<file path="config.mk">
export PLATFORM = sky130hd
export DESIGN_NAME = regfile_wb_arbiter
export DESIGN_NICKNAME = d
export VERILOG_FILES = /design/src/rtl/regfile_wb_arbiter.sv
export SDC_FILE = /design/constraint.sdc
export NUM_CORES = 1
export LEC_CHECK = 0
export ABC_AREA = 1
export ABC_CLOCK_PERIOD_IN_PS = 2200
export CORE_MARGIN = 10
export CORE_UTILIZATION = 40
export CTS_CLUSTER_SIZE = 8
export DETAILED_ROUTE_END_ITERATION = 8
export PLACE_DENSITY_LB_ADDON = 0.2
export SYNTH_ARGS = -nofsm -noshare
export SYNTH_HDL_FRONTEND = slang
export SYNTH_SLANG_ARGS = --single-unit
</file>
<file path="constraint.sdc">
create_clock -name clk -period 2.2 [get_ports clk]
set_input_delay 0.33 -clock clk [delete_from_list [all_inputs] [get_ports clk]]
set_output_delay 0.33 -clock clk [all_outputs]
set_load 0.005 [all_outputs]
</file>
<file path="src/rtl/regfile_wb_arbiter.sv">
// Arbitrates the register file write port between the main pipeline (A, priority)
// and a FIFO-buffered long-latency unit (B), with bounded starvation of B.
module regfile_wb_arbiter #(
    parameter int B_DEPTH    = 2,
    parameter int STARVE_MAX = 4
) (
    input  logic        clk,
    input  logic        rst,
    input  logic        a_valid,
    input  logic [4:0]  a_waddr,
    input  logic [31:0] a_wdata,
    output logic        a_ready,
    input  logic        b_valid,
    input  logic [4:0]  b_waddr,
    input  logic [31:0] b_wdata,
    output logic        b_ready,
    output logic        we,
    output logic [4:0]  waddr,
    output logic [31:0] wdata,
    input  logic [4:0]  chk_addr,
    output logic        chk_hit
);

    localparam int PW = $clog2(B_DEPTH);
    localparam int SW = $clog2(STARVE_MAX + 1);

    logic [4:0]         fifo_addr [B_DEPTH];
    logic [31:0]        fifo_data [B_DEPTH];
    logic [B_DEPTH-1:0] fifo_vld;
    logic [PW-1:0]      rd_ptr;
    logic [PW-1:0]      wr_ptr;
    logic [SW-1:0]      starve_cnt;

    logic fifo_nonempty;
    logic fifo_full;
    logic force_b;
    logic a_is_r0;
    logic grant_a;
    logic grant_b;
    logic push;

    always_comb begin
        fifo_nonempty = |fifo_vld;
        fifo_full     = &fifo_vld;
        force_b       = fifo_nonempty && (starve_cnt == SW'(STARVE_MAX));
        a_is_r0       = (a_waddr == 5'd0);
        grant_b       = fifo_nonempty && (force_b || !a_valid || a_is_r0);
        grant_a       = a_valid && !a_is_r0 && !grant_b;
        a_ready       = !force_b || a_is_r0;
        b_ready       = !fifo_full;
        // r0 pushes are handshaken but never stored: they could not write anything
        push          = b_valid && b_ready && (b_waddr != 5'd0);
    end

    always_comb begin
        chk_hit = 1'b0;
        if (chk_addr != 5'd0) begin
            if (we && (waddr == chk_addr)) begin
                chk_hit = 1'b1;
            end
            for (int i = 0; i < B_DEPTH; i++) begin
                if (fifo_vld[i] && (fifo_addr[i] == chk_addr)) begin
                    chk_hit = 1'b1;
                end
            end
        end
    end

    // FIFO storage: payload is qualified by fifo_vld, so it needs no reset
    always_ff @(posedge clk) begin
        if (push) begin
            fifo_addr[wr_ptr] <= b_waddr;
            fifo_data[wr_ptr] <= b_wdata;
        end
    end

    // Control state and registered write port
    always_ff @(posedge clk or negedge rst) begin
        if (!rst) begin
            fifo_vld   <= '0;
            rd_ptr     <= '0;
            wr_ptr     <= '0;
            starve_cnt <= '0;
            we         <= 1'b0;
            waddr      <= 5'd0;
            wdata      <= 32'd0;
        end else begin
            if (grant_b) begin
                fifo_vld[rd_ptr] <= 1'b0;
                rd_ptr           <= rd_ptr + PW'(1);
            end
            if (push) begin
                fifo_vld[wr_ptr] <= 1'b1;
                wr_ptr           <= wr_ptr + PW'(1);
            end

            if (grant_b || !fifo_nonempty) begin
                starve_cnt <= '0;
            end else if (starve_cnt != SW'(STARVE_MAX)) begin
                starve_cnt <= starve_cnt + SW'(1);
            end

            if (grant_a) begin
                we    <= 1'b1;
                waddr <= a_waddr;
                wdata <= a_wdata;
            end else if (grant_b) begin
                we    <= 1'b1;
                waddr <= fifo_addr[rd_ptr];
                wdata <= fifo_data[rd_ptr];
            end else begin
                we    <= 1'b0;
            end
        end
    end

endmodule

</file>
==> results of run 1 <==
registers in the layout, summed over array words and instances (netlist names):
name,count
fifo_data,64
wdata,32
fifo_addr,10
waddr,5
starve_cnt,3
fifo_vld,2
rd_ptr,1
we,1
wr_ptr,1
metal layers:
metal	vias up	wire, um
met5	-	0
met2	142	7160
met4	0	155
li1	2053	-
met3	12	921
met1	2043	6320
through the flow:
stage                     power [W]  instances  worst slack, ns  utilization, %
after floorplan             0.00506        531            0.261               -
after global placement      0.00648        820          -0.0726            51.7
after detailed placement    0.00654        820          -0.0806            51.7
after CTS                   0.00953        853           0.0777            56.5
after global routing         0.0100        854          0.00949            56.5
final                       0.00942        854            0.116            56.5
cell usage after synthesis (all sizes together) (2+ instances only):
master,count
nand2,102
nor2,81
nand3,77
edfxtp,74
dfrtp,45
o21ai,44
nand3b,33
inv,32
buf,21
clkbuf,10
nor3,4
ha,2
cells by family (layout without fill, tap and decap cells):
family          count (synthesis)  count (layout)  synth area share [%]
compound gates                 44              44                  6.07
xor+xnor                        2               2                 0.316
fa+ha+maj                       2               2                 0.451
buf+inv                        64             211                  7.26
flops                         119             119                  60.4
simple gates                  300             300                  25.5
repair_timing:
| item | in CTS | in global routing |
|---|---|---|
| setup endpoints to repair | 1 | 1 |
| buffers inserted | 1 | 1 |
| resized for setup | 6 | 0 |
layout make-up:
class / count / area, um^2
clock buffers: 22 / 454
flip-flops and latches: 119 / 3350
clock inverters: 10 / 176
fillers: 1147 / 5830
well taps: 176 / 220
repair buffers: 146 / 1460
multi-input cells: 348 / 1800
inverters: 33 / 124
path summary, 6_finish.rpt:
check | start | endpoint | slack, ns | cells after the start
setup / recovery | starve_cnt[0] | a_ready | 0.12 | 6
hold reg to reg | wdata[8] | wdata[8] | 0.50 | 2
hold / removal | rst | waddr[2] | 0.05 | 2
min in group clk | wdata[8] | wdata[8] | 0.50 | 2
max in group asynchronous | rst | wdata[13] | 1.71 | 2
setup reg to reg | fifo_vld[1] | wdata[17] | 0.50 | 6
critical path: stages (launching register included):
cell             delay, ns
dfrtp_1               0.40
inv_1                 0.07
ha_1                  0.14
nand2_1               0.08
nor2_4                0.14
nand2_1               0.07
clkdlybuf4s50_1       0.46
power by group:
group          switching (W)  internal [W]  total [W]
registers           0.000365       0.00311    0.00348
logic                0.00158       0.00141    0.00299
clock network       0.000920       0.00203    0.00295
==> metrics.cfg, run 1 <==
[run_status]
outcome = completed

[yosys]
synthesis.nets = 616
yosys.area.top_type = edfxtp_1
syn_avg_cell_area_um2 = 10.4
synth_edf_count = 74
synth_area_leaders = edfxtp_1 40%, dfrtp_1 20%, nand3_1 6.9%
synthCells = 531
synth_seq_cells = 119
async_reset_ff_share_pct = 37.8
synth_cell_types = 29
ys_warn_count = 0
seq_area_frac_synth_pct = 60.4
yosys.area.top_type_share_pct = 40.1
ys.flop_type = edfxtp_1
syn_area_um2 = 5550

[drt]
wire_per_inst_um = 17.0
ant_nets = 0
via_per_inst = 4.98
wl_um = 14600
drc = 0
drtIter0Drc = 198
num_vias = 4250
dr.pass1.iters = 5

[sta]
relSlewSlack_pct = 56.4
setup_violations = 0
fmax_mhz = 480
finalCriticalPeriod_ns = 2.08
fin_skew_ns = 0.00819
tns_ns = 0
hold_viol_final = 0
drv_slew = 0
tightest_slew_ns = 0.654
period_share_pct = 94.7
whs_ns = 0.0534
rsz0062_at_grt = false

[global_routing]
use_met3_pct = 5.06
use_met1_pct = 19.3
grt_pass1_wl_um = 23600
overflow = 0
use_met2_pct = 26.5
grt_usage_pct = 15.9
grt-busiest-layer = met2
grt_start_max_net_pins = 46
antenna_found_initial = 0
grt_pass1_vias = 4598

[worst_setup_path]
cp_data_arrival_time_ns = 1.75
start_kind = flip-flop
path_class = flip-flop to output pin
critPathCaptureType = output pin
crit_fanout = 3
cp.required_ns = 1.87

[cts]
cts_root_buf = clkbuf_16
clk_latency_ns = 0.40
cts_buffers = 17
cts_sinks = 119
clkTransAtPathRegs_ns = 0.05
cts_tree = yes
htreeDepth = 4
cts_buffer_depth = 2
cts_hold_buf = 0

[place]
place_area_um2 = 6930
place.port_buffers = 123
hpwl_um = 10200
place.gp.congestion = 0.884

[cells_and_area]
fin_area_um2 = 7570
area_growth_pct = 36.5
antenna_cells = 0
layout-drive-gt1-share_pct = 13.9
fin_nets = 750
final_cell_mix = 117 x clkdlybuf4s50_1, 99 x nand2_1, 78 x nor2_1
final_common_cell = clkdlybuf4s50_1

[floorplan]
io_pins = 124
num_rows = 42
die_h_um = 138
core-area_um2 = 13400
dieWidth_um = 138
die_area_um2 = 19000
start_util_pct = 41.4

[pwr]
p_leak_nw = 3.11
p_per_area_nw_per_um2 = 1240
vdd_drop_max_uv = 616

[hold_path]
min_path_type = input port to async pin

[flow_run]
cap_violations = 0

No activity file was read; power rests on OpenSTA's default activity.
==> run 2: changes to the inputs <==
- PLACE_DENSITY: default -> 0.78
- PLACE_DENSITY_LB_ADDON: 0.2 -> default
==> metrics.cfg, run 2 (synthesized netlist as in run 1, its figures left out) <==
[flow_run]
cap_violations = 0

[drt]
via_per_inst = 5.01
drc = 0
wire_per_inst_um = 17.3
dr.pass1.iters = 4
ant_nets = 0
drtIter0Drc = 271
wl_um = 14800
num_vias = 4278

[global_routing]
grt_pass1_vias = 4573
antenna_found_initial = 0
grt_usage_pct = 16.1
grt_pass1_wl_um = 23600
overflow = 0
grt_start_max_net_pins = 46

[worst_setup_path]
crit_buf_inv = 2
path_cells = inv_1, ha_1, nand2_1, nor2_4, nand2_1, clkdlybuf4s50_1
path_delay_family = buffers and inverters
start_kind = flip-flop
cp-endpoint = a_ready
cp.required_ns = 1.87
cp_data_arrival_time_ns = 1.74
cp_common_cell = nand2_1
r2r_end = wdata[8]
critPathMaxStageDelay_ns = 0.51
worstSetupPathDepth = 6
rr_worst_depth = 6
reg2reg_from = fifo_vld[1]
path_class = flip-flop to output pin
crit_fanout = 3
crit_start = starve_cnt[0]
critPathCaptureType = output pin
reg2reg_slack_ns = 0.47
crit_slowest_cell = clkdlybuf4s50_1

[cts]
clk_latency_ns = 0.40
clkTransAtPathRegs_ns = 0.05
cts_sinks = 119
cts_buffer_depth = 2
cts_root_buf = clkbuf_16
cts_tree = yes
htreeDepth = 4
cts_buffers = 17

[floorplan]
die_h_um = 138
core-area_um2 = 13400
num_rows = 42
io_pins = 124
dieWidth_um = 138
start_util_pct = 41.4
die_area_um2 = 19000

[cells_and_area]
final_cell_mix = 116 x clkdlybuf4s50_1, 99 x nand2_1, 77 x nor2_1, 77 x nand3_1, 74 x edfxtp_1
final_common_cell = clkdlybuf4s50_1
largest_reg_flops = 64
area_growth_pct = 36.7
top_register = fifo_data
final_cells = 854
fillers = 1174
fin_util_pct = 56.6
antenna_cells = 0
fin_nets = 750
top_regs = fifo_data x64, wdata x32, fifo_addr x10
layout-drive-gt1-share_pct = 14.2

[sta]
fmax_mhz = 483
relSlewSlack_pct = 67.9
drv_slew = 0
fin_skew_ns = 0.00708
hold_viol_final = 0
tightest_slew_ns = 0.481
finalCriticalPeriod_ns = 2.07
setup_violations = 0
whs_ns = 0.468
setup_slack_ns = 0.130
rsz0062_at_grt = false
tns_ns = 0
period_share_pct = 94.1

[hold_path]
min_path_type = input port to async pin

[place]
post-place-ws_ns = -0.105
place_inst = 820
hpwl_um = 10400
place.gp.congestion = 0.904
place.port_buffers = 123

[pwr]
p_per_area_nw_per_um2 = 1240
p_leak_nw = 3.13
vdd_drop_max_uv = 549

[run_status]
outcome = completed

run 2: cell types whose count changed in the layout (fill, tap and decap cells not counted), moves of 2 or more:
cell      change
dfrtp_2       +2
inv_2         -2
dfrtp_1       -2
clkinv_2      +2
run 2: tightest hold or removal path: cells and delay by family:
| family | cells | cell delay (ns) |
|---|---|---|
| buffers and inverters | 3 | 0.92 |
run 2: metrics by stage:
stage | area, um^2 | total power (W)
detailed placement | 6920 | 0.00650
CTS | 7570 | 0.00952
floorplan | 5550 | 0.00506
global route | 7580 | 0.00999
global placement | 6920 | 0.00641
finish | 7580 | 0.00941
run 2: worst min path at each step:
stage             endpoint  slack, ns
5_1_grt           waddr[2]       0.50
4_1_cts           waddr[4]       0.46
3_5_place_dp      waddr[4]       0.35
6_report          waddr[2]       0.47
3_3_place_gp      waddr[4]       0.34
2_1_floorplan  fifo_vld[0]       0.03
run 2: routing by layer:
metal / wire length, um / track usage, % / part of all wire, % / vias up
met1: 6390 / 19.4 / 43 / 2078
met2: 7420 / 27.2 / 50 / 129
met4: 129 / 5.68 / 0.87 / 0
met3: 812 / 4.08 / 5.5 / 12
li1: - / - / - / 2059
met5: 0 / 0 / 0 / -
run 2: report_power, final:
group	internal (W)	switching, W	leakage (nW)
clock	0.00206	0.000926	0.318
sequential	0.00312	0.000382	1.20
combinational	0.00137	0.00156	1.61
run 2: area by class of cell:
| type | count | area (um^2) | share of cell area (%) |
|---|---|---|---|
| Inverter | 33 | 124 | 1.63 |
| Tap cell | 176 | 220 | 2.91 |
| Clock inverter | 10 | 175 | 2.31 |
| Sequential cell | 119 | 3350 | 44.2 |
| Multi-Input combinational cell | 348 | 1800 | 23.7 |
| Timing Repair Buffer | 146 | 1450 | 19.1 |
| Clock buffer | 22 | 464 | 6.12 |
run 2: repair_timing:
action	in CTS	in global routing
setup buffers	0	1
endpoints found under the hold margin	45	0
resized for setup	6	2
hold buffers	1	0
setup endpoints to repair	1	1
==> run 3: changes to the inputs <==
- CAP_MARGIN: default -> 20
==> results of run 3 <==
Same layout as run 2: the final DEF is identical, and so are final timing and power.
